**config.mk**
```make
export PLATFORM = sky130hd
export DESIGN_NAME = t03_ssd_scanner
export DESIGN_NICKNAME = d
export VERILOG_FILES = /design/src/rtl/t03_ssd_pkg.sv /design/src/rtl/t03_ssd_refresh_tick.sv /design/src/rtl/t03_ssd_scanner.sv
export SDC_FILE = /design/constraint.sdc
export NUM_CORES = 1
export LEC_CHECK = 0
export ABC_AREA = 1
export CORE_MARGIN = 4
export CORE_UTILIZATION = 45
export CTS_CLUSTER_DIAMETER = 40
export DETAILED_ROUTE_END_ITERATION = 12
export GPL_TIMING_DRIVEN = 0
export HOLD_SLACK_MARGIN = 0.15
export PLACE_DENSITY = 0.78
export SLEW_MARGIN = 40
export SYNTH_ARGS = -nofsm -noshare
export SYNTH_HDL_FRONTEND = slang
export SYNTH_SLANG_ARGS = --single-unit
```
**constraint.sdc**
```tcl
create_clock -name clk -period 2.58 [get_ports clk]
set_input_delay 0.516 -clock clk [delete_from_list [all_inputs] [get_ports clk]]
set_output_delay 0.516 -clock clk [all_outputs]
set_load 0.1 [all_outputs]
```
**src/rtl/t03_ssd_pkg.sv**
```systemverilog
// ---------------------------------------------------------------------------
// t03_ssd_pkg
// Shared types and default constants for the seven-segment scan driver.
//   nibble_t         : one hex digit as presented to the segment decoder
//   SSD_NDIGITS      : default number of scanned digits
//   SSD_REFRESH_DIV  : default clock cycles each digit stays selected
// ---------------------------------------------------------------------------
package t03_ssd_pkg;

    typedef logic [3:0] nibble_t;

    localparam int SSD_NDIGITS     = 4;
    localparam int SSD_REFRESH_DIV = 1000;

endpackage : t03_ssd_pkg

```
**src/rtl/t03_ssd_refresh_tick.sv**
```systemverilog
// ---------------------------------------------------------------------------
// t03_ssd_refresh_tick
// Modulo-N free-running counter. tick is high for the one cycle in which
// the count sits at N-1; the count then wraps to 0.
// Ports:
//   clk  : system clock
//   rst  : synchronous active-high reset, clears the count
//   tick : high while the count equals N-1
// ---------------------------------------------------------------------------
module t03_ssd_refresh_tick #(
    parameter int N = 1000
) (
    input  logic clk,
    input  logic rst,
    output logic tick
);

    localparam int CNT_W = (N > 1) ? $clog2(N) : 1;
    localparam logic [CNT_W-1:0] CNT_LAST = CNT_W'(N - 1);

    logic [CNT_W-1:0] rcnt_q;
    logic [CNT_W-1:0] rcnt_d;

    // Wrap by explicit compare so non-power-of-two N counts correctly.
    always_comb begin
        tick   = (rcnt_q == CNT_LAST);
        rcnt_d = tick ? '0 : rcnt_q + CNT_W'(1);
    end

    always_ff @(posedge clk) begin
        if (rst) begin
            rcnt_q <= '0;
        end else begin
            rcnt_q <= rcnt_d;
        end
    end

endmodule : t03_ssd_refresh_tick

```
**src/rtl/t03_ssd_scanner.sv**
```systemverilog
// ---------------------------------------------------------------------------
// t03_ssd_scanner
// Time-multiplexed scan driver for an NDIGITS seven-segment display. Each
// refresh slot selects one digit, presents its nibble and an enable to the
// downstream hex-to-segment decoder. New values arrive via load and are
// committed only at frame boundaries (last slot of the last digit), so a
// frame never mixes old and new digits.
// Ports:
//   clk          : system clock
//   rst          : synchronous active-high reset
//   data_in      : value to display, nibble i -> digit i (digit 0 = LSD)
//   load         : single-cycle request to display data_in
//   load_ack     : one-cycle pulse, coincident with the newly committed value
//   blank_lz     : leading-zero blanking enable
//   digit_sel    : one-hot active-high digit select
//   digit_nibble : nibble of the selected digit
//   digit_en     : decoder enable, 0 blanks the selected digit
// ---------------------------------------------------------------------------
module t03_ssd_scanner
    import t03_ssd_pkg::*;
#(
    parameter int NDIGITS     = SSD_NDIGITS,
    parameter int REFRESH_DIV = SSD_REFRESH_DIV
) (
    input  logic                   clk,
    input  logic                   rst,
    input  logic [4*NDIGITS-1:0]   data_in,
    input  logic                   load,
    output logic                   load_ack,
    input  logic                   blank_lz,
    output logic [NDIGITS-1:0]     digit_sel,
    output logic [3:0]             digit_nibble,
    output logic                   digit_en
);

    localparam int IDX_W = $clog2(NDIGITS);
    localparam int DW    = 4 * NDIGITS;
    localparam logic [IDX_W-1:0] IDX_LAST = IDX_W'(NDIGITS - 1);

    logic             tick;
    logic             boundary;

    logic [IDX_W-1:0] idx_q,      idx_d;
    logic [DW-1:0]    disp_q,     disp_d;
    logic [DW-1:0]    shadow_q,   shadow_d;
    logic             pending_q,  pending_d;
    logic             load_ack_q, load_ack_d;
    logic             blank_q,    blank_d;

    t03_ssd_refresh_tick #(
        .N (REFRESH_DIV)
    ) u_refresh_tick (
        .clk  (clk),
        .rst  (rst),
        .tick (tick)
    );

    assign boundary = tick && (idx_q == IDX_LAST);

    always_comb begin
        idx_d      = idx_q;
        disp_d     = disp_q;
        shadow_d   = shadow_q;
        pending_d  = pending_q;
        load_ack_d = 1'b0;
        // blank_lz is registered so every output derives from flops only.
        blank_d    = blank_lz;

        if (tick) begin
            idx_d = (idx_q == IDX_LAST) ? '0 : idx_q + IDX_W'(1);
        end

        // Later loads overwrite the shadow; all merge into one ack.
        if (load) begin
            shadow_d  = data_in;
            pending_d = 1'b1;
        end

        // A load in the boundary cycle bypasses the shadow and commits
        // directly, leaving pending clear.
        if (boundary && (pending_q || load)) begin
            disp_d     = load ? data_in : shadow_q;
            pending_d  = 1'b0;
            load_ack_d = 1'b1;
        end
    end

    always_ff @(posedge clk) begin
        if (rst) begin
            idx_q      <= '0;
            disp_q     <= '0;
            shadow_q   <= '0;
            pending_q  <= 1'b0;
            load_ack_q <= 1'b0;
            blank_q    <= 1'b0;
        end else begin
            idx_q      <= idx_d;
            disp_q     <= disp_d;
            shadow_q   <= shadow_d;
            pending_q  <= pending_d;
            load_ack_q <= load_ack_d;
            blank_q    <= blank_d;
        end
    end

    // Per-digit view of the display register and a nonzero flag per digit.
    nibble_t            disp_nib [NDIGITS];
    logic [NDIGITS-1:0] nib_nz;

    for (genvar gi = 0; gi < NDIGITS; gi++) begin : g_nib
        assign disp_nib[gi] = disp_q[4*gi +: 4];
        assign nib_nz[gi]   = |disp_q[4*gi +: 4];
    end

    logic [NDIGITS-1:0] upper_nz;

    always_comb begin
        digit_sel        = '0;
        digit_sel[idx_q] = 1'b1;
        digit_nibble     = disp_nib[idx_q];
        // Digit idx is a leading zero when it and every more significant
        // digit are zero; digit 0 always stays lit.
        upper_nz         = nib_nz >> idx_q;
        digit_en         = !blank_q || (idx_q == '0) || (|upper_nz);
    end

    assign load_ack = load_ack_q;

endmodule : t03_ssd_scanner

```
* Word-level counts from Yosys, hierarchy flattened
Cells that the tools add are included.
** Word-level totals
- Output and inout bits :: 10
- Bits in registers :: 47
- Input bits :: 20
- Word-level logic and storage cells :: 39
** Operators by class
- Shifts and indexed selects :: 1
- Magnitude comparators :: 3
- Muxes and demuxes :: 8
- Bitwise logic cells :: 1
- Equality and inequality tests :: 2
- Add/sub/neg operators :: 2
- Reductions and logical operators :: 15
** Operators by type and width (count)
- 4-bit OR reduction :: 5
- 16-bit two-way mux :: 1
- 10-bit by 1-bit adder with 10-bit output, second input constant :: 1
- 10-bit == test, second input constant :: 1
- 4-bit binary-select mux with 2-bit select :: 1
- 4-bit two-way mux :: 2
- 2-bit OR reduction :: 2
- 4-bit by 2-bit right shift with 4-bit output :: 1
- 3-bit >= comparator, second input constant :: 1
- 1-bit logical AND :: 3
- 1-bit logical OR :: 3
- 2-bit by 3-bit less-than comparator with 1-bit output, second input constant :: 1
- 2-bit inverter with 3-bit output :: 1
- 2-bit by 1-bit adder with 2-bit output, second input constant :: 1
- 1-bit demux with 2-bit select :: 1
- 2-bit == test, second input constant :: 1
- 2-bit by 1-bit >= comparator with 1-bit output, second input constant :: 1
- 2-bit zero test :: 1
- 1-bit two-way mux :: 2
- 2-bit two-way mux :: 1
- 1-bit zero test :: 1

* Depth between registers and ports, before layout
- Depth after elaboration :: 4
- Depth in mapped cells :: 8
- Depth with buffers taken out :: 7

* By module
Synthesis repeated with hierarchy kept, for this count alone.
** Second synthesis, totals
- Cells, all modules :: 300
- Area, all modules :: 2185.8 um^2
** Modules (own cells, without submodules)
- t03_ssd_scanner :: cells an instance 238, instances 1, area an instance 1729.2 um^2, sequential area each 740.7 um^2
- t03_ssd_refresh_tick :: cells an instance 62, instances 1, area an instance 456.7 um^2, sequential area each 200.2 um^2

* Least setup slack after synthesis
OpenSTA, ideal clock, no wires.
- Kind :: reg2out
- From :: reg idx_q[0]
- To :: out digit_en
- Data required time :: 2.064 ns
- Stages on the path, launching flop included :: 8
- Buffers on the path :: 1
- Slack :: -0.339 ns
- Arrival :: 2.403 ns
- Path through :: dfxtp_1 -> inv_1 -> clkbuf_1 -> ha_1 -> inv_1 -> nand4_1 -> nor2_1 -> nand2_1
** Between the ends
- Longest elaborated chain between the ends :: 3
- Elaborated cells on any way between the ends :: 5
- Classes of those cells :: shift (1); reduce/logical (4)
** RTL lines
- start, declared :: line t03_ssd_scanner.sv:43 : logic [IDX_W-1:0] idx_q, idx_d;
- start signal, assigned :: line t03_ssd_scanner.sv:97 : idx_q <= idx_d;
- 4-bit by 2-bit right shift with 4-bit output or 2-bit zero test (tied branches) :: line t03_ssd_scanner.sv:123, t03_ssd_scanner.sv:124
- 4-bit OR reduction or 1-bit logical OR (tied branches) :: line t03_ssd_scanner.sv:124 : digit_en = !blank_q || (idx_q == '0) || (|upper_nz);
- 1-bit logical OR (*) :: line t03_ssd_scanner.sv:124
- end, declared :: line t03_ssd_scanner.sv:33 : output logic digit_en
Mark *: on every way between the ends. The rest lies on a longest branch, timed or not.

* Final worst setup path
Ends and elaborated chain as after synthesis.

==> impl_metrics.py <==
metrics = {
    "outcome": {
        "status": "finished, final reports clean",
    },
    "cts": {
        "clock_latency_ns": 0.30,
        "cts_resized": 0,
        "ctsHoldBuffers": 0,
        "numCtsBuffers": 5,
        "clk_pin_slew_ns": 0.09,
        "tritoncts": "yes",
        "clock-sinks": 47,
        "htree_num_levels": 2,
        "post_cts_buffers": 0,
        "cts.root.buffer_cell": "clkbuf_8",
        "clk_path_buf_depth": 2,
    },
    "yosys": {
        "synth_fp_nets": 333,
        "synth-main-ff-cell": "dfxtp_1",
        "synth_edf_count": 0,
        "synthCells": 308,
        "synth_top_area_share_pct": 40.1,
        "synth_common_cells": "50 x nand2_1, 47 x dfxtp_1, 46 x nor2_1",
        "ys_warn_count": 0,
        "avgSynthCellArea_um2": 7.61,
        "synthDistinctLibCells": 32,
        "ys_ff_latch": 47,
        "yosysTopAreaCell": "dfxtp_1",
        "synth_area_leaders": "dfxtp_1 40%, nand2_1 8.0%, nor2_1 7.4%, inv_1 7.2%, o21a_1 5.1%",
        "ys_seq_area_share_pct": 40.1,
        "syn_area_um2": 2340,
        "synth.most_common_cell": "nand2_1",
        "async_reset_ff_share_pct": 0,
    },
    "final_layout": {
        "multiInputGateArea_um2": 1120,
        "finalNetCount": 367,
        "area_delta_synth_final_pct": 18.8,
        "stdcell_area_um2": 2790,
        "num_antenna_cells": 0,
        "drive_gt1_share_pct": 15.7,
        "final_cells": 413,
        "seqCellArea_um2": 941,
        "post-route-util_pct": 54.9,
        "fillers": 494,
    },
    "grt": {
        "grt_pass1_wl_mm": 8.00,
        "grt_pass1_vias": 1740,
        "grt_usage_pct": 15.9,
        "grt_max_degree": 15,
        "grt_antenna_before_repair": 0,
        "overflow": 0,
    },
    "power_and_ir_drop": {
        "p_clk_share_pct": 35.9,
        "intPower_mw": 1.05,
        "p_per_area_nw_per_um2": 493,
        "ir_drop_v": 0.000262,
        "power_mw": 1.37,
        "p_leak_nw": 1.40,
        "p_seq_share_pct": 55.1,
        "power.share.switching_pct": 23.4,
        "p_comb_share_pct": 9.0,
        "p_sw_mw": 0.321,
    },
    "min_path": {
        "hold_class": "register to register",
        "hp-start": "u_refresh_tick.rcnt_q[0]",
    },
    "die": {
        "die_w_um": 80.2,
        "initial_utilization_pct": 46.2,
        "core_um2": 5070,
        "die_area_um2": 6430,
        "fp.dieH_um": 80.2,
        "io_pins": 30,
        "rows": 26,
    },
    "detailed_routing": {
        "vias": 1987,
        "route.detailed.drc": 0,
        "drt_iter0_drc": 121,
        "wire_per_inst_um": 11.4,
        "postRouteAntennaNets": 0,
        "first_pass_iters": 4,
        "drt-total-wl_mm": 4.73,
        "routed_via_density": 4.81,
    },
    "placement": {
        "place_area_um2": 2680,
        "hpwl_mm": 3.65,
        "post-place-ws_ns": 0.387,
        "gp_congestion": 0.810,
        "dp.cells": 405,
        "port_buffers": 27,
    },
    "job": {
        "drv_cap": 0,
    },
    "timing": {
        "finalSetupViolCount": 0,
        "fmax_ghz": 0.411,
        "setup_slack_ns": 0.148,
        "tightest_slew_ns": 0.486,
        "finalWorstPathRequiredPeriod_ns": 2.43,
        "hold_viol_final": 0,
        "slew_violations": 0,
        "holdWs_ns": 0.460,
        "period_share_pct": 94.3,
        "fin_worst_skew_ns": 0.00779,
        "relSlewSlack_pct": 67.8,
        "rsz0062_at_grt": "false",
        "tns_ns": 0,
    },
    "critical_path": {
        "cp-start-kind": "register",
        "required_ns": 2.06,
        "arrival_ns": 1.92,
        "r2r-start": "idx_q[1]",
        "crit_fanout": 11,
        "crit_start": "idx_q[0]",
        "end_kind": "primary output",
        "worst-setup-path-type": "register to primary output",
    },
}
registers in the layout, summed over array words and instances, names as in the netlist:
register	cells
blank_q	1
pending_q	1
u_refresh_tick.rcnt_q	10
load_ack	1
idx_q	2
shadow_q	16
disp_q	16
power groups by stage:
stage	logic [mW]	registers, mW	clock network, mW
3_5_place_dp	0.125	0.773	0
4_1_cts	0.126	0.756	0.506
3_3_place_gp	0.121	0.772	0
5_1_grt	0.140	0.759	0.535
2_1_floorplan	0.0806	0.771	0
6_report	0.124	0.756	0.493
cell usage in the layout, fill, tap and decap left out, drive strengths merged:
cell type / instances
nor2: 52
nand2: 51
inv: 49
dfxtp: 47
nand3: 24
buf: 20
nand4: 19
clkdlybuf4s50: 17
o21a: 16
clkbuf: 12
o21ai: 11
nor3: 5
a21oi: 5
ha: 5
o22ai: 4
nand3b: 3
a22oi: 1
xor2: 1
clkinvlp: 1
worst paths after layout:
| path | to | slack [ns] | depth (start not counted) |
|---|---|---|---|
| worst max-delay path | digit_en | 0.15 | 8 |
| worst min-delay path | u_refresh_tick.rcnt_q[0] | 0.46 | 1 |
| worst min register to register | u_refresh_tick.rcnt_q[0] | 0.46 | 1 |
| worst max register to register | disp_q[8] | 0.91 | 7 |
per-layer routing:
layer	vias up	GRT usage, %	routed length (um)	share of wire (%)
li1	1054	-	-	-
met1	878	21.7	2190	46
met2	48	24.4	2210	47
met3	7	2.80	232	4.9
met4	0	6.59	94	2.0
met5	-	0	0	0
final cells by class:
type                    count  share of cell area (%)
flip-flops and latches     47                    33.8
plain buffers              15                    4.31
clock inverters             1                   0.269
inverters                  49                    6.69
repair buffers             27                    7.99
clock buffers               7                    3.46
multi-input cells         197                    40.4
well taps                  70                    3.14
critical path, stage by stage (launching register included):
cell and delay [ns]:
dfxtp_1 0.34, inv_1 0.07, clkbuf_1 0.34, ha_2 0.25, inv_1 0.05, nand4_1 0.09, nor2_1 0.05, nand2_1 0.08
clkbuf_4 0.33
kinds of logic (layout without fill, tap and decap cells):
| family | count (synthesis) | after routing | synth area share [%] |
|---|---|---|---|
| flops | 47 | 47 | 40.1 |
| simple gates | 154 | 154 | 33.8 |
| buf+inv | 64 | 99 | 13.1 |
| compound gates | 37 | 37 | 9.93 |
| xor+xnor | 1 | 1 | 0.374 |
| fa+ha+maj | 5 | 5 | 2.67 |
Power figures use the tool's default switching activity.
